File: src/rtl/mult_pkg.sv
// ============================================================================
// Module : mult_pkg
// Shared constants and types for the multiplier / product accumulator path.
// Rev    : 1.0  initial release
// ============================================================================
`default_nettype none

package mult_pkg;

  localparam int PROD_W     = 64;
  localparam int DEF_ACC_W  = 64;

  // Saturation limits for the default accumulator width.
  localparam logic signed [DEF_ACC_W-1:0] ACC_MAX = {1'b0, {(DEF_ACC_W-1){1'b1}}};
  localparam logic signed [DEF_ACC_W-1:0] ACC_MIN = {1'b1, {(DEF_ACC_W-1){1'b0}}};

  typedef enum logic [1:0] {
    IDLE  = 2'd0,
    ACCUM = 2'd1,
    DONE  = 2'd2
  } acc_state_t;

endpackage

`default_nettype wire

File: src/rtl/sat_add.sv
// ============================================================================
// Module : sat_add
// Combinational signed saturating adder; sat flags a clamped result.
// Rev    : 1.0  initial release
// ============================================================================
`default_nettype none

module sat_add #(
  parameter int W = 64
) (
  input  logic [W-1:0] a,
  input  logic [W-1:0] b,
  output logic [W-1:0] sum,
  output logic         sat
);

  localparam logic [W-1:0] C_MAX = {1'b0, {(W-1){1'b1}}};
  localparam logic [W-1:0] C_MIN = {1'b1, {(W-1){1'b0}}};

  logic [W:0] w_full;

  // One guard bit: the top two bits disagree exactly when the true sum is out of range.
  assign w_full = {a[W-1], a} + {b[W-1], b};

  always_comb begin
    sum = w_full[W-1:0];
    sat = 1'b0;
    if (w_full[W] != w_full[W-1]) begin
      sat = 1'b1;
      sum = w_full[W] ? C_MIN : C_MAX;
    end
  end

endmodule

`default_nettype wire

File: src/rtl/product_accumulator.sv
// ============================================================================
// Module : product_accumulator
// Sums a programmed number of signed products into a saturating accumulator.
// Rev    : 1.0  initial release
// ============================================================================
`default_nettype none

module product_accumulator #(
  parameter int PROD_W = mult_pkg::PROD_W,
  parameter int ACC_W  = mult_pkg::DEF_ACC_W,
  parameter int CNT_W  = 16
) (
  input  logic              clk,
  input  logic              rst,
  input  logic              start,
  input  logic [CNT_W-1:0]  len,
  input  logic              in_valid,
  output logic              in_ready,
  input  logic [PROD_W-1:0] product,
  output logic              out_valid,
  input  logic              out_ready,
  output logic [ACC_W-1:0]  acc,
  output logic              overflow,
  output logic              busy
);

  import mult_pkg::*;

  acc_state_t        r_state;
  logic [ACC_W-1:0]  r_acc;
  logic [CNT_W-1:0]  r_count;
  logic [CNT_W-1:0]  r_len;
  logic              r_overflow;

  logic [ACC_W-1:0]  w_prod_ext;
  logic [ACC_W-1:0]  w_sum;
  logic              w_sat;
  logic              w_last;

  generate
    if (ACC_W > PROD_W) begin : g_sext_wide
      assign w_prod_ext = {{(ACC_W-PROD_W){product[PROD_W-1]}}, product};
    end else begin : g_sext_equal
      assign w_prod_ext = product[ACC_W-1:0];
    end
  endgenerate

  sat_add #(.W(ACC_W)) u_sat_add (
    .a   (r_acc),
    .b   (w_prod_ext),
    .sum (w_sum),
    .sat (w_sat)
  );

  assign w_last = ((r_count + CNT_W'(1)) == r_len);

  // Handshake outputs come straight from the state register: no input-to-output path.
  assign in_ready  = (r_state == ACCUM);
  assign out_valid = (r_state == DONE);
  assign busy      = (r_state != IDLE);
  assign acc       = r_acc;
  assign overflow  = r_overflow;

  always_ff @(posedge clk or posedge rst) begin
    if (rst) begin
      r_state    <= IDLE;
      r_acc      <= '0;
      r_count    <= '0;
      r_len      <= '0;
      r_overflow <= 1'b0;
    end else begin
      case (r_state)
        IDLE: begin
          if (start) begin
            r_acc      <= '0;
            r_count    <= '0;
            r_overflow <= 1'b0;
            r_len      <= len;
            r_state    <= (len == '0) ? DONE : ACCUM;
          end
        end
        ACCUM: begin
          if (in_valid) begin
            r_acc      <= w_sum;
            r_overflow <= r_overflow | w_sat;
            r_count    <= r_count + CNT_W'(1);
            if (w_last) r_state <= DONE;
          end
        end
        DONE: begin
          if (out_ready) r_state <= IDLE;
        end
        default: r_state <= IDLE;
      endcase
    end
  end

endmodule

`default_nettype wire

File: config.mk
export PLATFORM = sky130hd
export DESIGN_NAME = product_accumulator
export DESIGN_NICKNAME = d
export VERILOG_FILES = /design/src/rtl/mult_pkg.sv /design/src/rtl/sat_add.sv /design/src/rtl/product_accumulator.sv
export SDC_FILE = /design/constraint.sdc
export NUM_CORES = 1
export LEC_CHECK = 0
export CAP_MARGIN = 5
export CORE_MARGIN = 4
export CORE_UTILIZATION = 54
export DETAILED_ROUTE_END_ITERATION = 12
export HOLD_SLACK_MARGIN = 0.02
export PLACE_DENSITY = 0.82
export SLEW_MARGIN = 20
export SYNTH_ARGS = -nofsm -noshare
export SYNTH_HDL_FRONTEND = slang
export SYNTH_SLANG_ARGS = --single-unit
File: constraint.sdc
create_clock -name clk -period 4.1 [get_ports clk]
set_clock_uncertainty 0.2 [all_clocks]
set_input_delay 0.82 -clock clk [delete_from_list [all_inputs] [get_ports clk]]
set_output_delay 0.82 -clock clk [all_outputs]
set_load 0.02 [all_outputs]
==> impl_metrics.json, run 1 <==
{
  "synth_cell_type_count": 67,
  "area_growth_pct": 42.5,
  "reg2regPathDepth": 13,
  "cp.required_ps": 4160,
  "fin_crit_ps": 4070,
  "finalCritPeriodShare_pct": 99.2,
  "synth_edf_count": 0,
  "r2r_end": "acc[44]",
  "hp-class": "flop to flop",
  "outcome": "finished clean",
  "die_area_um2": 17600,
  "port_buffers": 152,
  "synth.area.mux_share_pct": 2.38,
  "synth_xor_area_share_pct": 9.08,
  "switchingPower_mw": 5.16,
  "grt_pass1_wl_um": 42500,
  "whs_ps": 287,
  "clockBufferDepth": 2,
  "totalWireLength_um": 27700,
  "yosysTopAreaCellShare_pct": 29.5,
  "synth.largest_area_cell": "dfrtp_1",
  "nFillCells": 1029,
  "antenna_found_initial": 0,
  "synth_area_leaders": "dfrtp_1 (29%), ha_1 (9.7%), nand2_1 (5.7%)",
  "n_antenna_cell": 0,
  "ys_async_sr_fraction_pct": 100,
  "grt_start_max_net_pins": 57,
  "timing.fmax_mhz": 246,
  "combPwrFrac_pct": 74.6,
  "die_y_um": 133,
  "finalHoldViolCount": 0,
  "vdd_ir_drop_max_mv": 0.502,
  "avgSynthCellArea_um2": 7.91,
  "final-setup-viol-count": 0,
  "power.density_nw_per_um2": 903,
  "cts_root_buf": "clkbuf_16",
  "clk_transition_reported_paths_ps": 80,
  "power.share.switching_pct": 47.7,
  "syn_inst": 1062,
  "synth_seq_cells": 99,
  "power_frac_seq_pct": 17.0,
  "synth_compound_area_share_pct": 24.9,
  "num-nets-final": 1519,
  "drt_iter0_drc": 878,
  "fin_tns_setup_ps": 0,
  "slew_violations": 0,
  "slew_headroom_pct": 47.4,
  "overflow": 0,
  "drive_gt1_share_pct": 19.3,
  "insertion_delay_ps": 370,
  "synth_warnings": 0,
  "cp.arrival_ps": 4130,
  "multi_input_area_um2": 5690,
  "drt_first_pass_iters": 6,
  "grt_util_all_layers_pct": 28.8,
  "final_core_util_pct": 78.8,
  "avgRoutedWirePerCell_um": 17.8,
  "cts_max_level": 3,
  "seqCellArea_um2": 2480,
  "worst_pin_slew_ps": 787,
  "path_class": "input port to flop",
  "hp-start": "r_state[1]",
  "power.internal_mw": 5.66,
  "synth_top_family_by_area": "compound AO/OA/AOI/OAI gates",
  "rr_startpoint": "acc[0]",
  "drv_cap": 0,
  "cp-end-kind": "flop",
  "cts_hold_buf": 0,
  "io_pins": 153,
  "start_util_pct": 55.3,
  "post-dp-hpwl_um": 20000,
  "via_count": 9564,
  "synth_most_common_cell": "nand2_1",
  "power_mw": 10.8,
  "min_to": "r_state[0]",
  "gp_routability_congestion": 0.957,
  "synth-simple-area-share_pct": 20.0,
  "min_path_cells": 1,
  "rrSetupSlack_ps": 290,
  "synthAdderAreaFrac_pct": 9.91,
  "antenna_left": 0,
  "pwr-share-clk_pct": 8.4,
  "drcViolationCount": 0,
  "cp-start-kind": "input port",
  "syn_area_um2": 8410,
  "chipWidth_um": 133,
  "syn_nets": 1213,
  "p_leak_nw": 5.37,
  "cts_sinks": 99,
  "vias_per_cell": 6.13,
  "seq_area_frac_synth_pct": 29.5,
  "path_max_fanout": 9,
  "synth_common_cells": "nand2_1 (128), nor2_1 (109), dfrtp_1 (99), a21oi_1 (82), o21ai_0 (76)",
  "cts_tree": "done",
  "cts_inserted_buffers": 9,
  "num_rows": 45,
  "ys.flop_type": "dfrtp_1",
  "grt_pass1_vias": 9082,
  "fp.coreArea_um2": 15200
}
[what timing repair did]
item,in CTS,in global routing
setup endpoints to repair,64,64
cloned,0,4
gates resized for setup,2,27
buffers inserted,1,5
pin swaps,1,14
[registers in the layout (all words and copies together) (netlist names)]
register and cells:
r_count 16, r_state 2, r_len 16, acc 64, overflow 1
[power by group through the flow]
stage	combinational [mW]	sequential [mW]	clock (mW)
after floorplan	4.21	2.11	0
after global placement	7.36	1.82	0
after detailed placement	7.55	1.83	0
after CTS	7.63	1.82	0.914
after global routing	8.73	1.89	0.947
final	8.07	1.84	0.909
[stage by stage]
stage	instance area, um2	cells	worst slack, ps
after floorplan	8410	1062	129
after global placement	11400	1535	-452
after global routing	12000	1561	-134
after CTS	11700	1552	6.74
final	12000	1561	33.0
after detailed placement	11400	1535	-598
[logic make-up after synthesis]
logic type	after synthesis
buf+inv	86
fa+ha+maj	66
simple gates	368
mux	18
xor+xnor	85
compound gates	340
flops	99
[final cells by class]
class                           count  share of cell area (%)
Clock buffer                        9                    1.88
Clock inverter                      7                   0.742
Inverter                           31                   0.992
Multi-Input combinational cell    877                    47.5
Sequential cell                    99                    20.7
Tap cell                          188                    1.96
Timing Repair Buffer              350                    26.2
[worst max-delay path: stages]
cell and delay [ps]:
clkdlybuf4s50_1 450, fa_2 400, a211oi_4 330, o211ai_2 150
a41oi_2 270, nor4b_2 90, o211a_1 270, o31ai_4 290
o31ai_4 130, or3_4 420, nand3_4 200, clkbuf_16 230
o21ai_1 80
[worst max-delay path by stage]
stage                start  slack [ps]  cells after the start  endpoint
3_3_place_gp    product[0]        -450                     14   acc[10]
3_5_place_dp    product[0]        -600                     14    acc[6]
4_1_cts         product[0]           7                     14   acc[12]
2_1_floorplan   product[0]         130                     13   acc[62]
5_1_grt        product[41]        -130                     16    acc[2]
6_report        product[1]          30                     13   acc[44]
[layout by cell type, fill, tap and decap left out, types with 5 or more instances in the layout]
cell,count
inv_1,30
o21ai_1,66
nor3_1,18
a211oi_1,14
o211ai_1,14
nor2_1,107
o21bai_1,7
a21o_1,25
xor2_1,31
a31oi_1,5
nor2b_1,7
buf_12,5
nand4_1,19
dfrtp_1,99
nor4_1,11
and3_1,8
clkbuf_16,12
mux2_2,16
nand2_1,128
a21oi_1,79
ha_1,63
buf_4,188
o31ai_1,8
xnor2_1,53
or3_1,8
nand3_1,32
o21ai_0,75
clkdlybuf4s50_1,151
[metal layers]
metal / share of wire (%) / track usage [%]
met5: 0 / 0
met4: 4.1 / 11.4
met3: 8.0 / 5.25
met2: 47 / 47.9
met1: 41 / 37.1
Power figures use the tool's default switching activity.
==> run 2, diff against run 1 <==
Settings changed: CTS_CLUSTER_DIAMETER from default to 50.
==> results of run 2 <==
No change in the layout: final DEF, timing and power equal those of run 1.
